## src/rtl/seq_playback_ctrl.sv

```systemverilog
`default_nettype none
// ============================================================================
// Module      : seq_playback_ctrl
// Description : Sequence selection from pushbuttons, tag-RAM lookup and
//               tempo-paced pattern-ROM stepping with loop/stop at end marker.
// Revision    : 1.0 - initial release
// ============================================================================
module seq_playback_ctrl #(
    parameter int ADDR_W   = 10,
    parameter int SEQ_W    = 6,
    parameter int TICK_DIV = 2500000
) (
    input  logic              CLK_50,
    input  logic              reset,
    input  logic              pb_seq_up,
    input  logic              pb_seq_dn,
    input  logic              start,
    input  logic              stop,
    input  logic              loop_en,
    output logic [SEQ_W:0]    tag_addr,
    input  logic [31:0]       tag_q,
    output logic [ADDR_W-1:0] rom_addr,
    input  logic [15:0]       rom_q,
    output logic [SEQ_W-1:0]  seq_num,
    output logic [9:0]        led_data,
    output logic              busy,
    output logic              step_pulse,
    output logic              done,
    output logic              tag_err
);

    localparam int c_CNT_W = (TICK_DIV > 1) ? $clog2(TICK_DIV) : 1;
    localparam logic [c_CNT_W-1:0] c_TICK_LAST = c_CNT_W'(TICK_DIV - 1);

    typedef enum logic [2:0] {
        S_IDLE      = 3'd0,
        S_TAG_RD    = 3'd1,
        S_TAG_W1    = 3'd2,
        S_TAG_W2    = 3'd3,
        S_TAG_CHK   = 3'd4,
        S_WAIT_TICK = 3'd5,
        S_ROM_W     = 3'd6,
        S_ROM_CHK   = 3'd7
    } state_t;

    state_t              r_state;
    state_t              w_next_state;
    logic [c_CNT_W-1:0]  r_tick_cnt;
    logic                w_tick;
    logic                r_up_hist;
    logic                r_dn_hist;
    logic                w_up_edge;
    logic                w_dn_edge;
    logic                w_press_up;
    logic                w_press_dn;
    logic                w_press;
    logic [SEQ_W-1:0]    r_seq_num;
    logic [SEQ_W:0]      r_tag_addr;
    logic [ADDR_W-1:0]   r_rom_addr;
    logic [ADDR_W-1:0]   r_start_addr;
    logic [9:0]          r_led_data;
    logic                w_tag_load;
    logic                w_rom_load_tag;
    logic                w_rom_load_start;
    logic                w_rom_inc;
    logic                w_step;
    logic                w_done;
    logic                w_tag_err;
    logic                w_unused;

    assign w_unused = ^{tag_q[30:ADDR_W], rom_q[5:2]};

    assign w_tick     = (r_tick_cnt == c_TICK_LAST);
    assign w_up_edge  = r_up_hist & ~pb_seq_up;
    assign w_dn_edge  = r_dn_hist & ~pb_seq_dn;
    // Edges on both buttons in the same cycle cancel out.
    assign w_press_up = w_up_edge & ~w_dn_edge;
    assign w_press_dn = w_dn_edge & ~w_up_edge;
    assign w_press    = w_press_up | w_press_dn;

    always_comb begin
        w_next_state     = r_state;
        w_tag_load       = 1'b0;
        w_rom_load_tag   = 1'b0;
        w_rom_load_start = 1'b0;
        w_rom_inc        = 1'b0;
        w_step           = 1'b0;
        w_done           = 1'b0;
        w_tag_err        = 1'b0;
        if (r_state != S_IDLE && stop) begin
            w_next_state = S_IDLE;
        end else if (r_state != S_IDLE && w_press) begin
            w_next_state = S_TAG_RD;
        end else begin
            case (r_state)
                S_IDLE: begin
                    if (start && !w_press) w_next_state = S_TAG_RD;
                end
                S_TAG_RD: begin
                    w_tag_load   = 1'b1;
                    w_next_state = S_TAG_W1;
                end
                S_TAG_W1:  w_next_state = S_TAG_W2;
                S_TAG_W2:  w_next_state = S_TAG_CHK;
                S_TAG_CHK: begin
                    if (!tag_q[31]) begin
                        w_tag_err    = 1'b1;
                        w_next_state = S_IDLE;
                    end else begin
                        w_rom_load_tag = 1'b1;
                        w_next_state   = S_WAIT_TICK;
                    end
                end
                S_WAIT_TICK: begin
                    if (w_tick) w_next_state = S_ROM_W;
                end
                S_ROM_W:   w_next_state = S_ROM_CHK;
                S_ROM_CHK: begin
                    w_step = 1'b1;
                    if (rom_q[1:0] == 2'b11) begin
                        if (loop_en) begin
                            w_rom_load_start = 1'b1;
                            w_next_state     = S_WAIT_TICK;
                        end else begin
                            w_done       = 1'b1;
                            w_next_state = S_IDLE;
                        end
                    end else begin
                        w_rom_inc    = 1'b1;
                        w_next_state = S_WAIT_TICK;
                    end
                end
                default: w_next_state = S_IDLE;
            endcase
        end
    end

    always_ff @(posedge CLK_50) begin
        if (reset) begin
            r_state      <= S_IDLE;
            r_tick_cnt   <= '0;
            r_up_hist    <= 1'b1;
            r_dn_hist    <= 1'b1;
            r_seq_num    <= '0;
            r_tag_addr   <= '0;
            r_rom_addr   <= '0;
            r_start_addr <= '0;
            r_led_data   <= '0;
        end else begin
            r_state    <= w_next_state;
            r_tick_cnt <= w_tick ? '0 : r_tick_cnt + c_CNT_W'(1);
            r_up_hist  <= pb_seq_up;
            r_dn_hist  <= pb_seq_dn;
            if (w_press_up) begin
                r_seq_num <= r_seq_num + SEQ_W'(1);
            end else if (w_press_dn) begin
                r_seq_num <= r_seq_num - SEQ_W'(1);
            end
            if (w_tag_load) r_tag_addr <= {1'b0, r_seq_num};
            if (w_rom_load_tag) begin
                r_start_addr <= tag_q[ADDR_W-1:0];
                r_rom_addr   <= tag_q[ADDR_W-1:0];
            end else if (w_rom_load_start) begin
                r_rom_addr <= r_start_addr;
            end else if (w_rom_inc) begin
                r_rom_addr <= r_rom_addr + ADDR_W'(1);
            end
            if (w_step) r_led_data <= rom_q[15:6];
        end
    end

    assign tag_addr   = r_tag_addr;
    assign rom_addr   = r_rom_addr;
    assign seq_num    = r_seq_num;
    assign led_data   = r_led_data;
    assign busy       = (r_state != S_IDLE);
    assign step_pulse = w_step;
    assign done       = w_done;
    assign tag_err    = w_tag_err;

endmodule
`default_nettype wire

```

## config.mk

```make
export PLATFORM = sky130hd
export DESIGN_NAME = seq_playback_ctrl
export DESIGN_NICKNAME = d
export VERILOG_FILES = /design/src/rtl/seq_playback_ctrl.sv
export SDC_FILE = /design/constraint.sdc
export NUM_CORES = 1
export LEC_CHECK = 0
export ABC_CLOCK_PERIOD_IN_PS = 2000
export CORE_UTILIZATION = 40
export CTS_BUF_LIST = sky130_fd_sc_hd__clkbuf_8
export DETAILED_ROUTE_END_ITERATION = 6
export DONT_BUFFER_PORTS = 1
export SYNTH_ARGS = -nofsm -noshare
export SYNTH_HDL_FRONTEND = slang
export SYNTH_SLANG_ARGS = --single-unit
```

## constraint.sdc

```tcl
create_clock -name CLK_50 -period 2 [get_ports CLK_50]
set_input_delay 0.2 -clock CLK_50 [delete_from_list [all_inputs] [get_ports CLK_50]]
set_output_delay 0.2 -clock CLK_50 [all_outputs]
set_load 0.005 [all_outputs]
```

==> results.tsv, run 1 <==
metric	value	unit
outcome	complete, but fails checks	
failing checks	negative hold slack, negative setup slack	
post-route insts no fill	526	
DRT iter0 DRCs	96	
ant diodes	0	
syn_nets	451	
die width	92.2	um
Area Overhead vs Synth	23.1	%
max_cap viols	0	
# IOs	92	
Pleak	1.54	nW
unrepaired setup endpoints after global routing	yes	
post-synth cell types	49	
Std-Cell Rows	32	
Mapped Area	3260	um2
fin worst setup slack	-25.5	ps
Die Span Y	92.2	um
Detail Route Antenna Nets	0	
Tcrit/Tclk final	101	%
maximum number of pins on one net before global-route repair	44	
Post-Place Cell Area	3510	um2
global-route wire length before repair	12400	um
Vias	2773	
cells after synthesis	388	
cell area after layout	4010	um2
Fmax	0.494	GHz
Hold Path Stages	1	
Worst EP required	2240	ps
Slew Viols, Final	0	
PD cells	791	nW/um2
final setup fails	1	
Hold WC Path Type	primary input to flip-flop	
Root Driver	clkbuf_8	
Synth Flop Type	dfxtp_1	
dpl hpwl	4970	um
placed insts	496	
area leader, netlist	dfxtp_1	
DR pass1 iterations	4	
Routed wire per std cell	14.5	um
gr ovfl total	0	
Clock Latency Late Sink	340	ps
Avg Inst Size Synth	8.39	um2
most frequent cell after synthesis	dfxtp_1	
Port Buf Inserts	0	
Setup Skew	11.6	ps
Post-synth top cells	dfxtp_1 (69), nand2_1 (61), nor2_1 (53)	
register area share after synthesis	42.4	%
share of cells above drive strength 1	18.9	%
initial core utilization	41.7	%
Final Wtd Congestion	0.809	
DIE AREA	8510	um2
initial antenna violation count	0	
Synth warnings	0	
worst slack, placed	-98.1	ps
Final TNS setup	-25.5	ps
hold_buf cts	5	
Num CTS Buffers	9	
clock slew at reported path FFs	80	ps
Tot Pwr	3.17	mW
Worst Setup Start Kind	flip-flop	
min Tclk post-route	2030	ps
Critical Path Fanout Max	5	
CP Capture Type	flip-flop	
TritonCTS sink count	69	
data arrival time of the worst path	2270	ps
R2R depth	9	
# nets final	482	
Post-synth EDFFs	0	
Routed WL	7640	um
H-Tree Depth	3	
Area contributors post-synth	dfxtp_1 (42%), nand2_1 (7.0%), nor2_1 (6.1%)	
worst hold slack	-77.5	ps
WS Path Type	flip-flop to flip-flop	
TritonCTS clock tree	yes	
final hold viol count	37	
gr usage total	18.4	%
flop and latch count out of synthesis	69	
Max Root-Sink Buffers	2	
core area	7810	um2
Synth top area share	42.4	%
async set-or-reset flop fraction in the synthesized netlist	0	%
vias in the first global route	2636	
worst vdd ir	0.487	mV
DRC violations left	0	
drt via density	5.27	
[cell families after synthesis]
family                   Yosys count  share of synthesized area [%]
AND/OR/NAND/NOR                  173                           24.7
flip-flops                        69                           42.4
adder cells (fa/ha/maj)            8                           3.30
multiplexers                      11                           3.38
other                              1                          0.115
XOR/XNOR                          33                           8.87
AO/OA/AOI/OAI                     64                           13.0
buffers and inverters             29                           4.15
[where the power goes]
group          internal (mW)  switching (mW)  leakage, nW
Clock                  0.687           0.535        0.113
Combinational          0.254           0.207        0.864
Sequential              1.42          0.0646        0.559
[per-layer routing]
metal  share of wire [%]  GRT usage, %
met1                  46          22.9
met3                 4.9          4.81
met2                  48          30.3
met5                   0             0
met4                0.85          7.03
[worst max-delay path, stage by stage (launching register included)]
cell and delay (ps):
dfxtp_2 330, nor2b_4 140, ha_4 160, inv_6 50, ha_4 150, or4_4 510, a311o_1 280, o211ai_1 130
xnor2_1 150, nor2_1 50
[through the flow]
stage                     hold slack, ps  utilization, %
after floorplan                      307               -
after global placement               278            45.0
after detailed placement             281            45.0
after CTS                          -93.3            49.1
after global routing                -101            51.3
final                              -77.5            51.3
[state kept, by name, indices dropped and copies added (netlist names)]
name and count:
r_dn_hist 1, r_up_hist 1, r_state 3, r_start_addr 10, led_data 10, r_tick_cnt 22, seq_num 6, tag_addr 6
rom_addr 10
[worst paths after layout]
path                                      start  slack, ps              end
worst min register to register  r_start_addr[6]        450  r_start_addr[6]
worst max-delay path                  r_up_hist        -30       seq_num[5]
worst max register to register        r_up_hist        -30       seq_num[5]
worst min-delay path                      reset        -80       seq_num[1]
[cell type report]
cell class	count	area, um2
repair buffers	40	407
well taps	102	128
clock buffers	9	124
inverters	9	38.8
fillers	745	3800
multi-input cells	290	1840
flip-flops and latches	69	1390
clock inverters	7	83.8
[cell usage in the layout, fill, tap and decap left out, drive strengths merged, types with 4 or more instances in the layout]
cell,synthesis,routed
a21o,4,4
a21oi,29,29
a311oi,4,4
and3,5,5
buf,10,32
clkbuf,10,12
dfxtp,69,69
dlygate4sd3,0,5
ha,7,7
inv,9,12
mux2i,11,11
nand2,61,61
nand3,17,17
nor2,53,53
nor4,6,6
o211ai,5,5
o21ai,8,8
or2,4,4
or4,6,6
xnor2,17,17
xor2,16,16
[what timing repair did]
item,4_1_cts,5_1_grt
endpoints found under the setup margin,12,25
setup buffers,1,3
endpoints found under the hold margin,40,37
gates cloned,0,5
pin swaps,3,8
resized for setup,10,19
(Power assumes the default switching activity.)
==> run 2, diff against run 1 <==
--- a/config.mk
+++ b/config.mk
@@ -6,10 +6,11 @@
 export NUM_CORES = 1
 export LEC_CHECK = 0
 export ABC_CLOCK_PERIOD_IN_PS = 2000
-export CORE_UTILIZATION = 40
+export CORE_UTILIZATION = 59
 export CTS_BUF_LIST = sky130_fd_sc_hd__clkbuf_8
 export DETAILED_ROUTE_END_ITERATION = 6
 export DONT_BUFFER_PORTS = 1
+export PLACE_DENSITY = 0.78
 export SYNTH_ARGS = -nofsm -noshare
 export SYNTH_HDL_FRONTEND = slang
 export SYNTH_SLANG_ARGS = --single-unit
==> run 2 against run 1 <==
- register-to-register slack better by 30 ps
- clock skew is 4.5 ps lower
- worst setup slack better by 27 ps
- first-iteration DRC count rose by 23%
- the flow finishes with violations (negative hold slack)
- largest cell class unchanged
- largest power group unchanged
==> results.tsv, run 2 (synthesis results as in run 1) <==
metric	value	unit
DIE AREA	5820	um2
leading cell type in the layout, fill and taps excluded	dfxtp_1	
global-route wire length before repair	11900	um
commonest non-fill, non-tap cells in the layout	dfxtp_1 (68), nand2_1 (57), nor2_1 (49), a21oi_1 (28), buf_4 (18)	
Critical Path Fanout Max	5	
CP Capture Type	flip-flop	
CP peak stage delay	460	ps
Biggest register	r_tick_cnt	
worst hold slack	-82.9	ps
PD cells	849	nW/um2
Tcrit/Tclk final	99.9	%
hold_buf cts	4	
# nets final	473	
data arrival time of the worst path	2240	ps
min Tclk post-route	2000	ps
Routed wire per std cell	15.7	um
max FFs per register	22	
Die Span Y	76.3	um
dpl hpwl	4890	um
TritonCTS sink count	69	
Vias	2848	
Setup Skew	7.09	ps
Fillers	348	
Port Buf Inserts	0	
initial antenna violation count	0	
maximum number of pins on one net before global-route repair	44	
ant diodes	0	
Slowest-stage cell, CP	or4_1	
DRT iter0 DRCs	118	
Tot Pwr	3.39	mW
Crit path top cell by count	ha_4	
die width	76.3	um
DR pass1 iterations	5	
Clock Latency Late Sink	350	ps
Root Driver	clkbuf_8	
Detail Route Antenna Nets	0	
WS Path Type	flip-flop to flip-flop	
max_cap viols	0	
# IOs	92	
Area Overhead vs Synth	22.6	%
failing checks	negative hold slack	
outcome	complete, but fails checks	
share of cells above drive strength 1	19.8	%
Max Root-Sink Buffers	2	
final hold viol count	37	
worst slack, placed	-64.1	ps
Num CTS Buffers	9	
worst vdd ir	0.710	mV
unrepaired setup endpoints after global routing	yes	
gr usage total	25.9	%
DRC violations left	0	
vias in the first global route	2715	
H-Tree Depth	3	
gr ovfl total	0	
core area	5200	um2
Worst Setup Start Kind	flip-flop	
fin worst setup slack	1.84	ps
Pleak	1.50	nW
Fmax	0.500	GHz
initial core utilization	62.6	%
drt via density	5.87	
Worst EP required	2250	ps
Slew Viols, Final	0	
Final Wtd Congestion	0.826	
Routed WL	7630	um
CP Cell Sequence	nor2b_4 -> ha_4 -> inv_4 -> ha_4 -> or4_1 -> a311o_1 -> o211ai_1 -> xnor2_1 -> nor2_1	
final setup fails	0	
Std-Cell Rows	26	
TritonCTS clock tree	yes	
clock slew at reported path FFs	70	ps
Hold WC Path Type	primary input to flip-flop	
[run 2: cell types whose count changed in the layout (fill, tap and decap cells not counted), moves of 3 or more]
cell / delta
inv_1: -4
buf_4: -8
a311oi_1: -3
nand2_1: -4
o221a_2: -3
o221a_4: +3
clkbuf_16: -3
a311oi_2: +3
nand2_2: +3
buf_6: +4
[run 2: metal layers]
metal / up-vias / part of all wire [%] / track usage, %
met1: 1338 / 41 / 28.6
met2: 109 / 48 / 43.4
met3: 25 / 7.3 / 9.22
met4: 0 / 2.7 / 14.0
met5: - / 0 / 0
li1: 1376 / - / -
[run 2: final cells by class]
cell class                      count  area (um2)  share of cell area (%)
Tap cell                           70        87.6                    2.19
Inverter                            9        36.3                   0.909
Clock buffer                        9         124                    3.10
Sequential cell                    69        1380                    34.6
Clock inverter                      7         138                    3.45
Multi-Input combinational cell    290        1910                    47.8
Timing Repair Buffer               31         314                    7.87
[run 2: path summary, 6_finish.rpt]
check | slack (ps) | from | depth (start not counted) | to
hold / removal | -80 | reset | 1 | led_data[0]
setup / recovery | 2 | r_up_hist | 9 | seq_num[5]
setup reg to reg | 2 | r_up_hist | 9 | seq_num[5]
hold reg to reg | 450 | r_start_addr[1] | 2 | r_start_addr[1]
[run 2: what timing repair did]
action / 4_1_cts / 5_1_grt
cloned: 2 / 0
endpoints found under the hold margin: 40 / 37
gates resized for setup: 17 / 30
pin swaps: 6 / 6
setup buffers: 3 / 2
endpoints found under the setup margin: 14 / 15
[run 2: critical path: cells and delay by family (launching register included)]
family | cells | cell delay [ps]
DFF | 1 | 320
xor gates and xnor gates | 1 | 150
and+or+nand+nor | 3 | 660
AOI/OAI and AO/OA | 2 | 420
buffers and inverters | 1 | 50
adders and majority gates | 2 | 300
[run 2: power breakdown]
group	total [mW]	internal [mW]	switching, mW
sequential	1.49	1.42	0.0646
clock	1.46	0.949	0.516
combinational	0.437	0.231	0.206
[run 2: stage by stage]
stage	util (%)	hold WS [ps]	cells	instance area, um2	TNS, ps
global route	76.7	-99.7	485	3990	-300
global placement	66.1	273	460	3440	-175
finish	76.7	-82.9	485	3990	0
CTS	75.0	-103	485	3900	-61.8
detailed placement	66.1	275	460	3440	-350
floorplan	-	307	388	3270	0
